### src/rtl/sd_loader_pkg.sv
// Shared constants and FSM state type for the SD-card-to-SDRAM block loader.
package sd_loader_pkg;

    // SD card slave register word addresses; buffer words occupy 0..127
    localparam int SD_ADDR_CMD_ARG = 139;
    localparam int SD_ADDR_CMD     = 140;
    localparam int SD_ADDR_ASR     = 141;
    localparam int BUF_LAST_WORD   = 127;

    localparam logic [31:0] CMD_READ_BLOCK = 32'h11;

    // ASR status bits
    localparam int ASR_CARD_PRESENT = 1;
    localparam int ASR_IN_PROGRESS  = 2;
    localparam int ASR_CMD_TIMEOUT  = 3;
    localparam int ASR_CRC_FAIL     = 4;

    localparam logic [1:0] ERR_NONE         = 2'd0;
    localparam logic [1:0] ERR_NO_CARD      = 2'd1;
    localparam logic [1:0] ERR_SD_CMD       = 2'd2;
    localparam logic [1:0] ERR_POLL_TIMEOUT = 2'd3;

    typedef enum logic [3:0] {
        S_IDLE,
        S_CHK_CARD,
        S_WR_ARG,
        S_WR_CMD,
        S_POLL,
        S_RD_BUF,
        S_WR_LO,
        S_WR_HI,
        S_NEXT_BLK,
        S_DONE,
        S_ERR
    } state_t;

    // SD byte address of a 512-byte block, truncated to 32 bits
    function automatic logic [31:0] block_byte_addr(input logic [31:0] blk);
        return blk << 9;
    endfunction

endpackage

### src/rtl/sd_block_loader_if.sv
// Avalon-MM bus bundle: SD card slave port plus SDRAM controller s1 port.
interface sd_block_loader_if #(
    parameter int SD_AW    = 8,
    parameter int SDRAM_AW = 25
);
    logic                sd_chipselect;
    logic                sd_read;
    logic                sd_write;
    logic [SD_AW-1:0]    sd_address;
    logic [3:0]          sd_byteenable;
    logic [31:0]         sd_writedata;
    logic [31:0]         sd_readdata;
    logic                sd_waitrequest;

    logic                ram_chipselect;
    logic                ram_read_n;
    logic                ram_write_n;
    logic [1:0]          ram_byteenable_n;
    logic [SDRAM_AW-1:0] ram_address;
    logic [15:0]         ram_writedata;
    logic                ram_waitrequest;

    modport master (
        output sd_chipselect, sd_read, sd_write, sd_address, sd_byteenable, sd_writedata,
        input  sd_readdata, sd_waitrequest,
        output ram_chipselect, ram_read_n, ram_write_n, ram_byteenable_n, ram_address,
               ram_writedata,
        input  ram_waitrequest
    );

    modport slave (
        input  sd_chipselect, sd_read, sd_write, sd_address, sd_byteenable, sd_writedata,
        output sd_readdata, sd_waitrequest,
        input  ram_chipselect, ram_read_n, ram_write_n, ram_byteenable_n, ram_address,
               ram_writedata,
        output ram_waitrequest
    );

endinterface

### src/rtl/avmm_single_xfer.sv
// One outstanding Avalon-MM transfer: latches a request, holds the command until
// waitrequest drops, then pulses ack with the read data captured on that edge.
module avmm_single_xfer #(
    parameter int AW = 8,
    parameter int DW = 32
) (
    input  logic          clk,
    input  logic          rst,
    input  logic          req,
    input  logic          we,
    input  logic [AW-1:0] addr,
    input  logic [DW-1:0] wdata,
    output logic          ack,
    output logic [DW-1:0] rdata,
    output logic          av_chipselect,
    output logic          av_read,
    output logic          av_write,
    output logic [AW-1:0] av_address,
    output logic [DW-1:0] av_writedata,
    input  logic [DW-1:0] av_readdata,
    input  logic          av_waitrequest
);

    // NOTE: sequential state uses non-blocking assignments so every flop samples pre-edge values.
    always_ff @(posedge clk) begin
        if (rst) begin
            av_chipselect <= 1'b0;
            av_read       <= 1'b0;
            av_write      <= 1'b0;
            ack           <= 1'b0;
        end else begin
            ack <= 1'b0;
            if (av_chipselect) begin
                if (!av_waitrequest) begin
                    av_chipselect <= 1'b0;
                    av_read       <= 1'b0;
                    av_write      <= 1'b0;
                    ack           <= 1'b1;
                end
            end else if (req) begin
                av_chipselect <= 1'b1;
                av_read       <= !we;
                av_write      <= we;
            end
        end
    end

    // NOTE: address/data registers carry no reset; they are only observed while a strobe is up.
    always_ff @(posedge clk) begin
        if (!av_chipselect && req) begin
            av_address   <= addr;
            av_writedata <= wdata;
        end
        if (av_chipselect && !av_waitrequest) begin
            rdata <= av_readdata;
        end
    end

endmodule

### src/rtl/sd_block_loader.sv
// Copies num_blocks consecutive 512-byte SD blocks into SDRAM as 16-bit halfwords,
// starting at sdram_base; one start pulse runs the whole transfer.
module sd_block_loader
    import sd_loader_pkg::*;
#(
    parameter int          SD_AW        = 8,
    parameter int          SDRAM_AW     = 25,
    parameter logic [23:0] POLL_TIMEOUT = 24'hFFFFFF
) (
    input  logic                clk_clk,
    input  logic                reset_reset,
    input  logic                start,
    input  logic [31:0]         start_block,
    input  logic [15:0]         num_blocks,
    input  logic [SDRAM_AW-1:0] sdram_base,
    output logic                busy,
    output logic                done,
    output logic                error,
    output logic [1:0]          err_code,
    sd_block_loader_if.master   bus
);

    state_t              state;
    logic                issued;
    logic                sd_req;
    logic                sd_we;
    logic [SD_AW-1:0]    sd_addr;
    logic [31:0]         sd_wdata;
    logic                sd_ack;
    logic [31:0]         sd_rdata;
    logic                ram_req;
    logic [15:0]         ram_wdata;
    logic                ram_ack;
    logic [15:0]         ram_rdata_unused;
    logic                ram_rd;
    logic                ram_wr;
    logic [SDRAM_AW-1:0] ram_ptr;
    logic [31:0]         blk;
    logic [15:0]         remaining;
    logic [6:0]          word;
    logic [31:0]         buf_word;
    logic [23:0]         poll_cnt;

    avmm_single_xfer #(.AW(SD_AW), .DW(32)) u_sd_xfer (
        .clk            (clk_clk),
        .rst            (reset_reset),
        .req            (sd_req),
        .we             (sd_we),
        .addr           (sd_addr),
        .wdata          (sd_wdata),
        .ack            (sd_ack),
        .rdata          (sd_rdata),
        .av_chipselect  (bus.sd_chipselect),
        .av_read        (bus.sd_read),
        .av_write       (bus.sd_write),
        .av_address     (bus.sd_address),
        .av_writedata   (bus.sd_writedata),
        .av_readdata    (bus.sd_readdata),
        .av_waitrequest (bus.sd_waitrequest)
    );

    avmm_single_xfer #(.AW(SDRAM_AW), .DW(16)) u_ram_xfer (
        .clk            (clk_clk),
        .rst            (reset_reset),
        .req            (ram_req),
        .we             (1'b1),
        .addr           (ram_ptr),
        .wdata          (ram_wdata),
        .ack            (ram_ack),
        .rdata          (ram_rdata_unused),
        .av_chipselect  (bus.ram_chipselect),
        .av_read        (ram_rd),
        .av_write       (ram_wr),
        .av_address     (bus.ram_address),
        .av_writedata   (bus.ram_writedata),
        .av_readdata    (16'h0000),
        .av_waitrequest (bus.ram_waitrequest)
    );

    assign bus.sd_byteenable    = 4'hF;
    assign bus.ram_byteenable_n = 2'b00;
    assign bus.ram_read_n       = ~ram_rd;
    assign bus.ram_write_n      = ~ram_wr;

    // Each bus state issues one request on entry (issued=0) and advances on its ack.
    always_ff @(posedge clk_clk) begin
        if (reset_reset) begin
            state     <= S_IDLE;
            issued    <= 1'b0;
            sd_req    <= 1'b0;
            sd_we     <= 1'b0;
            sd_addr   <= '0;
            sd_wdata  <= '0;
            ram_req   <= 1'b0;
            ram_wdata <= '0;
            ram_ptr   <= '0;
            blk       <= '0;
            remaining <= '0;
            word      <= '0;
            buf_word  <= '0;
            poll_cnt  <= '0;
            busy      <= 1'b0;
            done      <= 1'b0;
            error     <= 1'b0;
            err_code  <= ERR_NONE;
        end else begin
            sd_req  <= 1'b0;
            ram_req <= 1'b0;
            done    <= 1'b0;
            unique case (state)
                S_IDLE: begin
                    if (start) begin
                        blk       <= start_block;
                        remaining <= num_blocks;
                        ram_ptr   <= sdram_base;
                        error     <= 1'b0;
                        err_code  <= ERR_NONE;
                        busy      <= 1'b1;
                        issued    <= 1'b0;
                        state     <= (num_blocks == 16'd0) ? S_DONE : S_CHK_CARD;
                    end
                end
                S_CHK_CARD: begin
                    if (!issued) begin
                        issued  <= 1'b1;
                        sd_req  <= 1'b1;
                        sd_we   <= 1'b0;
                        sd_addr <= SD_AW'(SD_ADDR_ASR);
                    end else if (sd_ack) begin
                        issued <= 1'b0;
                        if (!sd_rdata[ASR_CARD_PRESENT]) begin
                            err_code <= ERR_NO_CARD;
                            state    <= S_ERR;
                        end else begin
                            state <= S_WR_ARG;
                        end
                    end
                end
                S_WR_ARG: begin
                    if (!issued) begin
                        issued   <= 1'b1;
                        sd_req   <= 1'b1;
                        sd_we    <= 1'b1;
                        sd_addr  <= SD_AW'(SD_ADDR_CMD_ARG);
                        sd_wdata <= block_byte_addr(blk);
                    end else if (sd_ack) begin
                        issued <= 1'b0;
                        state  <= S_WR_CMD;
                    end
                end
                S_WR_CMD: begin
                    if (!issued) begin
                        issued   <= 1'b1;
                        sd_req   <= 1'b1;
                        sd_we    <= 1'b1;
                        sd_addr  <= SD_AW'(SD_ADDR_CMD);
                        sd_wdata <= CMD_READ_BLOCK;
                    end else if (sd_ack) begin
                        issued   <= 1'b0;
                        poll_cnt <= '0;
                        state    <= S_POLL;
                    end
                end
                S_POLL: begin
                    poll_cnt <= poll_cnt + 24'd1;
                    if (!issued) begin
                        issued  <= 1'b1;
                        sd_req  <= 1'b1;
                        sd_we   <= 1'b0;
                        sd_addr <= SD_AW'(SD_ADDR_ASR);
                    end else if (sd_ack) begin
                        issued <= 1'b0;
                        if (!sd_rdata[ASR_IN_PROGRESS]) begin
                            if (sd_rdata[ASR_CMD_TIMEOUT] || sd_rdata[ASR_CRC_FAIL]) begin
                                err_code <= ERR_SD_CMD;
                                state    <= S_ERR;
                            end else begin
                                word  <= '0;
                                state <= S_RD_BUF;
                            end
                        end else if (poll_cnt >= POLL_TIMEOUT) begin
                            // Timeout is judged only at an ack so no transfer is left in flight
                            err_code <= ERR_POLL_TIMEOUT;
                            state    <= S_ERR;
                        end
                    end
                end
                S_RD_BUF: begin
                    if (!issued) begin
                        issued  <= 1'b1;
                        sd_req  <= 1'b1;
                        sd_we   <= 1'b0;
                        sd_addr <= SD_AW'(word);
                    end else if (sd_ack) begin
                        issued   <= 1'b0;
                        buf_word <= sd_rdata;
                        state    <= S_WR_LO;
                    end
                end
                S_WR_LO: begin
                    if (!issued) begin
                        issued    <= 1'b1;
                        ram_req   <= 1'b1;
                        ram_wdata <= buf_word[15:0];
                    end else if (ram_ack) begin
                        issued  <= 1'b0;
                        ram_ptr <= ram_ptr + SDRAM_AW'(1);
                        state   <= S_WR_HI;
                    end
                end
                S_WR_HI: begin
                    if (!issued) begin
                        issued    <= 1'b1;
                        ram_req   <= 1'b1;
                        ram_wdata <= buf_word[31:16];
                    end else if (ram_ack) begin
                        issued  <= 1'b0;
                        ram_ptr <= ram_ptr + SDRAM_AW'(1);
                        if (word == 7'(BUF_LAST_WORD)) begin
                            state <= S_NEXT_BLK;
                        end else begin
                            word  <= word + 7'd1;
                            state <= S_RD_BUF;
                        end
                    end
                end
                S_NEXT_BLK: begin
                    blk       <= blk + 32'd1;
                    remaining <= remaining - 16'd1;
                    issued    <= 1'b0;
                    state     <= (remaining == 16'd1) ? S_DONE : S_WR_ARG;
                end
                S_DONE: begin
                    done  <= 1'b1;
                    busy  <= 1'b0;
                    state <= S_IDLE;
                end
                S_ERR: begin
                    error <= 1'b1;
                    busy  <= 1'b0;
                    state <= S_IDLE;
                end
                default: state <= S_IDLE;
            endcase
        end
    end

endmodule

### src/flat_wrapper.sv
// flat-port wrapper written by rule: the top's interface ports become plain ports
module sd_block_loader_flat import sd_loader_pkg::*;
#(
    parameter int          SD_AW        = 8,
    parameter int          SDRAM_AW     = 25,
    parameter logic [23:0] POLL_TIMEOUT = 24'hFFFFFF
)
  (clk_clk, reset_reset, start, start_block, num_blocks, sdram_base, busy, done, error, err_code, bus_sd_chipselect, bus_sd_read, bus_sd_write, bus_sd_address, bus_sd_byteenable, bus_sd_writedata, bus_sd_readdata, bus_sd_waitrequest, bus_ram_chipselect, bus_ram_read_n, bus_ram_write_n, bus_ram_byteenable_n, bus_ram_address, bus_ram_writedata, bus_ram_waitrequest);
  sd_block_loader_if #(.SD_AW(SD_AW), .SDRAM_AW(SDRAM_AW)) bus_i ();
  input  logic clk_clk;
  input  logic reset_reset;
  input  logic start;
  input  logic [31:0] start_block;
  input  logic [15:0] num_blocks;
  input  logic [SDRAM_AW-1:0] sdram_base;
  output logic busy;
  output logic done;
  output logic error;
  output logic [1:0] err_code;
  output wire logic [$bits(bus_i.sd_chipselect)-1:0] bus_sd_chipselect;
  output wire logic [$bits(bus_i.sd_read)-1:0] bus_sd_read;
  output wire logic [$bits(bus_i.sd_write)-1:0] bus_sd_write;
  output wire logic [$bits(bus_i.sd_address)-1:0] bus_sd_address;
  output wire logic [$bits(bus_i.sd_byteenable)-1:0] bus_sd_byteenable;
  output wire logic [$bits(bus_i.sd_writedata)-1:0] bus_sd_writedata;
  input wire logic [$bits(bus_i.sd_readdata)-1:0] bus_sd_readdata;
  input wire logic [$bits(bus_i.sd_waitrequest)-1:0] bus_sd_waitrequest;
  output wire logic [$bits(bus_i.ram_chipselect)-1:0] bus_ram_chipselect;
  output wire logic [$bits(bus_i.ram_read_n)-1:0] bus_ram_read_n;
  output wire logic [$bits(bus_i.ram_write_n)-1:0] bus_ram_write_n;
  output wire logic [$bits(bus_i.ram_byteenable_n)-1:0] bus_ram_byteenable_n;
  output wire logic [$bits(bus_i.ram_address)-1:0] bus_ram_address;
  output wire logic [$bits(bus_i.ram_writedata)-1:0] bus_ram_writedata;
  input wire logic [$bits(bus_i.ram_waitrequest)-1:0] bus_ram_waitrequest;
  assign bus_sd_chipselect = bus_i.sd_chipselect;
  assign bus_sd_read = bus_i.sd_read;
  assign bus_sd_write = bus_i.sd_write;
  assign bus_sd_address = bus_i.sd_address;
  assign bus_sd_byteenable = bus_i.sd_byteenable;
  assign bus_sd_writedata = bus_i.sd_writedata;
  assign bus_i.sd_readdata = bus_sd_readdata;
  assign bus_i.sd_waitrequest = bus_sd_waitrequest;
  assign bus_ram_chipselect = bus_i.ram_chipselect;
  assign bus_ram_read_n = bus_i.ram_read_n;
  assign bus_ram_write_n = bus_i.ram_write_n;
  assign bus_ram_byteenable_n = bus_i.ram_byteenable_n;
  assign bus_ram_address = bus_i.ram_address;
  assign bus_ram_writedata = bus_i.ram_writedata;
  assign bus_i.ram_waitrequest = bus_ram_waitrequest;
  sd_block_loader #(.SD_AW(SD_AW), .SDRAM_AW(SDRAM_AW), .POLL_TIMEOUT(POLL_TIMEOUT)) u_core (.clk_clk(clk_clk), .reset_reset(reset_reset), .start(start), .start_block(start_block), .num_blocks(num_blocks), .sdram_base(sdram_base), .busy(busy), .done(done), .error(error), .err_code(err_code), .bus(bus_i));
endmodule
### config.mk
export PLATFORM = sky130hd
export DESIGN_NAME = sd_block_loader_flat
export DESIGN_NICKNAME = d
export VERILOG_FILES = /design/src/rtl/sd_loader_pkg.sv /design/src/rtl/sd_block_loader_if.sv /design/src/rtl/avmm_single_xfer.sv /design/src/rtl/sd_block_loader.sv /design/src/flat_wrapper.sv
export SDC_FILE = /design/constraint.sdc
export NUM_CORES = 1
export LEC_CHECK = 0
export CAP_MARGIN = 20
export CORE_MARGIN = 3
export CORE_UTILIZATION = 53
export DETAILED_ROUTE_END_ITERATION = 7
export PLACE_DENSITY = 0.8
export SLEW_MARGIN = 20
export SYNTH_ARGS = -nofsm -noshare
export SYNTH_HDL_FRONTEND = slang
export SYNTH_SLANG_ARGS = --single-unit
export TNS_END_PERCENT = 20
### constraint.sdc
create_clock -name clk_clk -period 3.2 [get_ports clk_clk]
set_clock_uncertainty 0.1 [all_clocks]
set_input_delay 0.48 -clock clk_clk [delete_from_list [all_inputs] [get_ports clk_clk]]
set_output_delay 0.48 -clock clk_clk [all_outputs]
set_load 0.005 [all_outputs]
* Word level (Yosys, flattened, before mapping)
Cells that the tools add are included.
** Cells by class
- Add/subtract/negate cells :: 5
- $lt $le $gt $ge :: 1
- Equality and inequality tests :: 45
- Muxes and demuxes :: 95
- Bitwise operators :: 6
- Reductions and logical operators :: 50
** Operators with widths (count)
- $pmux W32 S2 :: 2
- $mux W32 :: 3
- $mux W4 :: 22
- $mux W25 :: 3
- $pmux W16 S2 :: 2
- $pmux W25 S2 :: 1
- $mux W7 :: 7
- $mux W16 :: 3
- $mux W24 :: 2
- $pmux W24 S2 :: 1
- $ne A2 B2 Y1 const B :: 22
- $pmux W4 S9 :: 1
- $add A32 B1 Y32 const B :: 1
- $mux W8 :: 4
- $pmux W8 S4 :: 1
- $mux W1 :: 28
- $add A25 B1 Y25 const B :: 1
- $add A24 B1 Y24 const B :: 1
- $ge A24 B24 Y1 const B :: 1
- $reduce_bool A2 Y1 :: 11
- $mux W2 :: 9
- $ne A2 B1 Y1 const B :: 9
- $eq A16 B1 Y1 const B :: 1
- $eq A4 B3 Y1 const B :: 4
- other kinds (29) :: 62
** Word-level totals
- Flip-flop bits (word level) :: 326
- Bits of input ports :: 110
- Output and inout bits :: 98

* Longest topological paths before layout
Gate-level depths: netlist of the first run.
- Depth after elaboration :: 6
- Depth in mapped cells :: 9

* Cells and area by module
Synthesis of the first run repeated with hierarchy kept, for this count alone.
** Unflattened totals
- Cell total of the unflattened synthesis :: 1350
- Area total of the unflattened synthesis :: 13670.6 um2
** By module, submodules not included
- sd_block_loader :: instances 1, cells each 1189, area each 9471.6 um2, sequential area each 3763.6 um2
- avmm_single_xfer (u_core.u_sd_xfer) :: instances 1, cells each 88, area each 2324.7 um2, sequential area each 2242.2 um2
- avmm_single_xfer (u_core.u_ram_xfer) :: instances 1, cells each 73, area each 1874.3 um2, sequential area each 1791.7 um2

* Worst setup path after synthesis of the first run
Ideal clock, no wire load.
- Path type :: reg-to-reg
- From :: reg u_core.u_ram_xfer.av_chipselect
- To :: reg u_core.u_ram_xfer.av_address[0] (enable)
- Library setup time :: 448 ps
- Arrival :: 2246 ps
- Data required time :: 2652 ps
- Setup slack :: 406 ps
- Cell stages (with the launch flop) :: 2
- Path buffers :: 0
- Clock period less this slack :: 2794 ps
- Path through :: dfxtp_1 nor2b_1
** Between the ends
- Word-level cells in the longest chain between the ends :: 2
** Ends and longest elaborated chain
- start: declaration :: line avmm_single_xfer.sv:15 : output logic av_chipselect,
- start signal: assignment :: line avmm_single_xfer.sv:27 : av_chipselect <= 1'b0;
- start signal: assignment :: line avmm_single_xfer.sv:35 : av_chipselect <= 1'b0;
- start signal: assignment :: line avmm_single_xfer.sv:41 : av_chipselect <= 1'b1;
- $logic_not A1 Y1 :: line avmm_single_xfer.sv:50 : if (!av_chipselect && req) begin
- $logic_and A1 B1 Y1 :: line avmm_single_xfer.sv:50
- end signal: assignment :: line avmm_single_xfer.sv:51 : av_address <= addr;
- end: declaration :: line avmm_single_xfer.sv:18 : output logic [AW-1:0] av_address,
Every way passes these cells.
A chain may end at the register's enable or synchronous reset.

* Final worst setup path of the first run
- From :: reg u_core.state[1]
- To :: reg u_core.remaining[14]
** Between the ends
- Word-level cells in the longest chain between the ends :: 3
- Elaborated cells on any way between the ends :: 6
- Those cells by class :: eq/ne: 2; mux: 1; reduce/logical: 3
** Ends and longest elaborated chain
- start: declaration :: line sd_block_loader.sv:23 : state_t state;
- start signal: assignment :: line sd_block_loader.sv:120 : state <= (num_blocks == 16'd0) ? S_DONE : S_CHK_CARD;
- start signal: assignment :: line sd_block_loader.sv:231 : state <= (remaining == 16'd1) ? S_DONE : S_WR_ARG;
- $eq A4 B4 Y1 or $logic_not A4 Y1 (tied branches) :: line sd_block_loader.sv:110 : unique case (state)
- $reduce_bool A2 Y1 (no line) or $ne A2 B2 Y1 (tied branches)
- $reduce_and A2 Y1 (no line)
- end signal: assignment :: line sd_block_loader.sv:114 : remaining <= num_blocks;
- end signal: assignment :: line sd_block_loader.sv:229 : remaining <= remaining - 16'd1;
- end: declaration :: line sd_block_loader.sv:39 : logic [15:0] remaining;
Several ways; a longest one is shown, not always the timed one.

==> results of run 1 <==
==> cells by family after synthesis <==
family	after synthesis
xor gates and xnor gates	11
other	2
muxes	19
adders and majority gates	6
buffers and inverters	115
DFF	300
AOI/OAI and AO/OA	318
and+or+nand+nor	488
==> where the power goes <==
group          leakage, nW  internal, W  total [W]  switching (W)
registers             2.55      0.00445    0.00486       0.000414
clock network        0.494      0.00209    0.00348        0.00140
logic                 2.23     0.000953    0.00219        0.00124
total                 5.27      0.00749     0.0105        0.00305
==> worst max-delay path, stage by stage (launching register included) <==
cell and delay, ns:
dfxtp_1 0.48, nor4b_4 0.59, nand3b_1 0.32, nand2b_1 0.31, or4_1 0.50, a31oi_1 0.18
==> routing by layer <==
metal / up-vias / routed length, um / part of all wire (%) / GRT usage, %
met5: - / 0 / 0 / 0
met4: 0 / 671 / 2.2 / 6.37
met3: 55 / 2310 / 7.5 / 3.49
met2: 422 / 14300 / 47 / 37.3
met1: 4861 / 13300 / 43 / 32.6
li1: 4973 / - / - / -
==> final timing paths <==
| check | end | depth (start not counted) | slack (ns) |
|---|---|---|---|
| hold / removal | u_core.sd_req | 2 | 0.29 |
| hold reg to reg | u_core.u_ram_xfer.av_writedata[14] | 0 | 0.33 |
| setup reg to reg | u_core.remaining[14] | 5 | 0.65 |
| setup / recovery | u_core.remaining[14] | 5 | 0.65 |
==> cell usage in the layout, fill, tap and decap left out, types with 11 or more instances in the layout <==
master	Yosys	routed
dfxtp_1	195	194
clkdlybuf4s50_1	0	183
nand2_1	157	157
nor2_1	112	111
edfxtp_1	105	105
a21oi_1	94	94
nand3_1	46	46
o21ai_0	41	41
a211oi_1	31	31
a31oi_1	30	30
buf_4	16	30
a22oi_1	29	29
clkbuf_16	0	29
nor3_1	23	21
nor4_1	19	19
or3_1	19	19
inv_1	17	17
mux2i_1	17	17
or4_1	16	16
and3_1	14	14
conb_1	2	14
and2_1	13	13
nand4_1	13	13
o211ai_1	12	12
a311oi_1	11	11
o31ai_1	12	11
==> registers in the layout, indices dropped and copies added, names as in the netlist, 7 cells and up <==
signal	cells
u_core.u_sd_xfer.av_writedata	24
u_core.ram_wdata	16
u_core.u_ram_xfer.av_address	25
u_core.blk	23
u_core.u_sd_xfer.rdata	32
u_core.word	7
u_core.ram_ptr	25
u_core.sd_wdata	24
u_core.u_sd_xfer.av_address	8
u_core.buf_word	32
u_core.poll_cnt	24
u_core.u_ram_xfer.av_writedata	16
u_core.sd_addr	8
u_core.remaining	16
==> metrics by stage <==
step	power, W	hold slack (ns)	setup WS (ns)
floorplan	0.00622	0.308	0.406
global placement	0.00703	0.314	0.717
detailed placement	0.00711	0.318	0.691
CTS	0.0106	0.264	0.635
global route	0.0110	0.308	0.462
finish	0.0105	0.292	0.647
==> final cells by class <==
cell class	instances	share of cell area, %
Sequential cell	300	45.3
Multi-Input combinational cell	856	32.1
Timing Repair Buffer	214	13.3
Clock buffer	41	5.46
Tap cell	313	2.51
Clock inverter	12	0.907
Inverter	17	0.409
Antenna cell	1	0.0161
==> impl_metrics.csv, run 1 <==
group,metric,value,unit
yosys,muxShareOfSynthArea,1.54,%
floorplan,start_util,54.5,%
sta,fmax,392,MHz
clocking,clk_pin_slew,0.06,ns
detailed_routing,num_vias,10300,
clocking,cts_tree,"yes",
critical_path,cp.arrival,2.91,ns
sta,rsz0062_at_grt,"false",
floorplan,die_h,160,um
sta,worst_slew_pin_slew,0.878,ns
global_route,grt.overflow.total,0,
global_route,grt_pass1_vias,9477,
finish,syn2layout_area_growth,24.7,%
critical_path,critical_path_class,"flip-flop to flip-flop",
yosys,yosys.area.top_type,"dfxtp_1",
sta,slew_viol_final,0,
floorplan,dieArea,0.0255,mm2
run,drv_cap,0,
critical_path,setup.worst_path.end_class,"flip-flop",
detailed_routing,post-route-drc-count,0,
sta,period_minus_slack,2.55,ns
detailed_routing,wl_per_cell,17.4,um
finish,fill_cells,1755,
sta,finalSetupViolCount,0,
global_route,grt_pass1_wl,49.5,mm
yosys,synth-edff-count,105,
clocking,cts.sinks,300,
detailed_routing,final_antenna_net_count,0,
finish,final_core_util,68.0,%
finish,fin_cells,1754,
finish,nNetsFinal,1534,
detailed_routing,dr.pass1.iters,5,
global_route,grt_max_degree,60,
global_route,antenna_found_initial,1,
yosys,synth_compound_area_share,16.9,%
yosys,synth_common_cells,"195 x dfxtp_1, 157 x nand2_1, 112 x nor2_1",
sta,finalSetupTns,0,ns
clocking,hold_buffers,0,
floorplan,fp-row-count,55,
critical_path,required,3.55,ns
min_path,hold_path_class,"input port to flip-flop",
clocking,cts_buffer_depth,3,
sta,period_share,79.8,%
power,power_leakage,5.27,nW
critical_path,critPathLaunch,"u_core.state[1]",
detailed_routing,drtIter0Drc,720,
clocking,cts_root_buf,"clkbuf_16",
yosys,ys_async_sr_fraction,0,%
critical_path,r2r-start,"u_core.state[1]",
clocking,numCtsBuffers,29,
clocking,clk_latency,0.54,ns
placement,placed_cell_area,0.0146,mm2
yosys,synth_warnings,0,
finish,final_area,0.0156,mm2
placement,post-dp-hpwl,20.7,mm
yosys,ys_ff_latch,300,
clocking,htree_levels,1,
floorplan,core-area,0.0229,mm2
yosys,ys_seq_area_share,56.5,%
yosys,syn_avg_cell_area,9.93,um2
yosys,synth_top_family_by_area,"simple AND/OR/NAND/NOR gates",
critical_path,start_kind,"flip-flop",
finish,multiInputGateArea,0.00500,mm2
yosys,syn_area,0.0125,mm2
yosys,ys.flop_type,"dfxtp_1",
detailed_routing,via_per_inst,5.88,
finish,drive_gt1_share,7.78,%
power,cellPowerDensity,676,mW/mm2
yosys,synthAdderAreaFrac,0.601,%
sta,hold_viol,0,
yosys,yosysMostFrequentCell,"dfxtp_1",
placement,place_congestion,0.930,
detailed_routing,routed_wl,30.6,mm
floorplan,ios,208,
power,ir_drop,0.494,mV
min_path,worstHoldStart,"reset_reset",
yosys,yosys.area.top_type_share,31.2,%
sta,slew_headroom,41.5,%
clocking,cts_resized,0,
global_route,grtUsageTotal,23.1,%
yosys,yosys.area_share.simple,19.5,%
yosys,synthTopCellsByArea,"dfxtp_1 31%, edfxtp_1 25%, nand2_1 4.7%, a21oi_1 3.8%, nor2_1 3.4%",
clocking,post_cts_buffers,0,
floorplan,die_x,160,um
finish,seq_area,0.00706,mm2
critical_path,worst-path-max-fanout,15,
outcome,status,"finished clean",
yosys,ys_types,82,
yosys,netlist_instances,1259,
placement,portBuffers,184,
placement,dp_cells,1700,
yosys,synth_xor_area_share,0.771,%
No activity file was read; power rests on OpenSTA's default activity.
==> run 2, diff against run 1 <==
--- a/config.mk
+++ b/config.mk
@@ -7,9 +7,9 @@
 export LEC_CHECK = 0
 export CAP_MARGIN = 20
 export CORE_MARGIN = 3
-export CORE_UTILIZATION = 53
+export CORE_UTILIZATION = 48
 export DETAILED_ROUTE_END_ITERATION = 7
-export PLACE_DENSITY = 0.8
+export PLACE_DENSITY = 0.76
 export SLEW_MARGIN = 20
 export SYNTH_ARGS = -nofsm -noshare
 export SYNTH_HDL_FRONTEND = slang
==> constraint.sdc (replaced) <==
create_clock -name clk_clk -period 2.2 [get_ports clk_clk]
set_clock_uncertainty 0.1 [all_clocks]
set_input_delay 0.33 -clock clk_clk [delete_from_list [all_inputs] [get_ports clk_clk]]
set_output_delay 0.33 -clock clk_clk [all_outputs]
set_load 0.005 [all_outputs]
==> impl_metrics.csv, run 2 (same netlist as run 1, synthesis figures left out) <==
group,metric,value,unit
clocking,cts_tree,"yes",
critical_path,cp.arrival,2.59,ns
global_route,grt.overflow.total,0,
finish,final_area,0.0164,mm2
sta,finalSetupViolCount,0,
placement,portBuffers,184,
critical_path,start_kind,"flip-flop",
floorplan,ios,208,
power,switching_share,29.6,%
finish,final_core_util,64.4,%
clocking,htree_levels,1,
clocking,numCtsBuffers,31,
critical_path,r2r_cells,5,
sta,hold_viol,0,
critical_path,worst-path-max-fanout,9,
critical_path,required,2.60,ns
power,p_sw,0.00482,W
global_route,grt_pass1_vias,10100,
sta,rsz0062_at_grt,"true",
power,cellPowerDensity,996,mW/mm2
clocking,clk_pin_slew,0.07,ns
sta,slew_headroom,53.1,%
detailed_routing,wl_per_cell,17.9,um
min_path,worstHoldStart,"reset_reset",
power,pwr-share-comb,23.0,%
finish,layout_common_cells,"191 x dfxtp_1, 183 x clkdlybuf4s50_1, 157 x nand2_1",
detailed_routing,routed_wl,32.9,mm
power,intPower,0.0115,W
detailed_routing,post-route-drc-count,0,
critical_path,critical_path_class,"flip-flop to flip-flop",
floorplan,core-area,0.0254,mm2
global_route,grt_max_degree,101,
power,power_leakage,5.67,nW
floorplan,die_h,167,um
floorplan,die_x,167,um
outcome,status,"finished clean",
detailed_routing,via_per_inst,5.80,
power,seqPwrFrac,42.9,%
placement,placed_cell_area,0.0152,mm2
critical_path,critPathCapture,"u_core.poll_cnt[21]",
sta,fmax,457,MHz
sta,period_share,99.5,%
detailed_routing,final_antenna_net_count,0,
floorplan,dieArea,0.0280,mm2
clocking,cts_root_buf,"clkbuf_16",
sta,holdWs,0.0671,ns
critical_path,r2r-start,"u_core.state[2]",
clocking,hold_buffers,0,
detailed_routing,num_vias,10700,
critical_path,r2r_end,"u_core.poll_cnt[21]",
global_route,grtUsageTotal,22.4,%
sta,period_minus_slack,2.19,ns
finish,top_regs,"u_core.buf_word (32), u_core.u_sd_xfer.rdata (32)",
critical_path,reg2reg_slack,0.01,ns
critical_path,critPathLaunch,"u_core.state[2]",
finish,fill_cells,2026,
power,ir_drop,0.860,mV
clocking,clk_latency,0.57,ns
global_route,antenna_found_initial,0,
clocking,cts_buffer_depth,3,
power,clkPwrFrac,34.1,%
finish,nNetsFinal,1600,
clocking,cts.sinks,300,
floorplan,start_util,49.2,%
detailed_routing,drtIter0Drc,796,
finish,n_antenna_cell,0,
placement,post-dp-hpwl,22.5,mm
sta,worst_slew_pin_slew,0.699,ns
min_path,hold_path_class,"input port to flip-flop",
finish,final_common_cell,"dfxtp_1",
global_route,grt_pass1_wl,52.5,mm
detailed_routing,dr.pass1.iters,5,
sta,slew_viol_final,0,
critical_path,setup.worst_path.end_class,"flip-flop",
finish,drive_gt1_share,12.4,%
clocking,post_cts_buffers,0,
finish,syn2layout_area_growth,30.9,%
floorplan,fp-row-count,58,
run,drv_cap,0,
placement,place_congestion,0.902,
-- run 2: cell count changes in the layout (fill, tap and decap cells not counted), moves of 3 or more --
cell / previous run / this run
buf_12: 1 / 12
buf_4: 30 / 83
bufinv_16: 3 / 6
clkbuf_8: 8 / 0
clkinv_1: 0 / 5
dfxtp_1: 194 / 191
dfxtp_2: 1 / 4
-- run 2: metrics by stage --
stage	setup WS, ns	total power [W]	std cells	setup TNS, ns
after floorplan	0.128	0.00904	1271	0
after global placement	0.0572	0.0106	1781	0
after detailed placement	0.0152	0.0107	1781	0
after CTS	0.00955	0.0163	1839	0
after global routing	-0.105	0.0170	1839	-0.858
final	0.0108	0.0163	1839	0
-- run 2: per-layer routing --
layer | vias to the layer above | track usage (%) | wire [um]
met5 | - | 0 | 0
met4 | 0 | 6.33 | 830
met3 | 69 | 3.68 | 2550
met2 | 461 | 36.1 | 15100
met1 | 5023 | 31.6 | 14400
li1 | 5109 | - | -
-- run 2: worst max-delay path: stages (launching register included) --
cell and delay (ns):
dfxtp_1 0.39, nor3b_1 0.27, a31oi_2 0.11, or4_4 0.60, or4_1 0.49, a21oi_1 0.15
-- run 2: worst min path at each step --
| stage | slack (ns) | to | cells past startpoint |
|---|---|---|---|
| after global routing | 0.08 | u_core.error | 2 |
| after detailed placement | 0.32 | u_core.u_ram_xfer.av_writedata[9] | 0 |
| final | 0.07 | u_core.ram_ptr[8] | 2 |
| after CTS | 0.05 | u_core.ram_ptr[5] | 2 |
| after global placement | 0.31 | u_core.u_sd_xfer.av_writedata[4] | 0 |
| after floorplan | 0.31 | u_core.u_sd_xfer.av_address[2] | 0 |
-- run 2: power groups by stage --
stage / clock [W] / sequential [W] / combinational (W)
6_report: 0.00555 / 0.00699 / 0.00374
5_1_grt: 0.00587 / 0.00707 / 0.00404
4_1_cts: 0.00563 / 0.00697 / 0.00370
3_5_place_dp: 0 / 0.00707 / 0.00367
3_3_place_gp: 0 / 0.00704 / 0.00358
2_1_floorplan: 0 / 0.00696 / 0.00208
-- run 2: timing repair --
action / CTS / global route
pin swaps: 0 / 1
setup endpoints to repair: 5 / 39
resized for setup: 2 / 10
-- run 2: final cells by class --
cell class / count / area [um2] / area share [%]
inverters: 17 / 63.8 / 0.390
clock buffers: 34 / 787 / 4.81
multi-input cells: 856 / 5040 / 30.8
clock inverters: 24 / 302 / 1.84
well taps: 330 / 413 / 2.52
repair buffers: 278 / 2700 / 16.5
flip-flops and latches: 300 / 7060 / 43.2
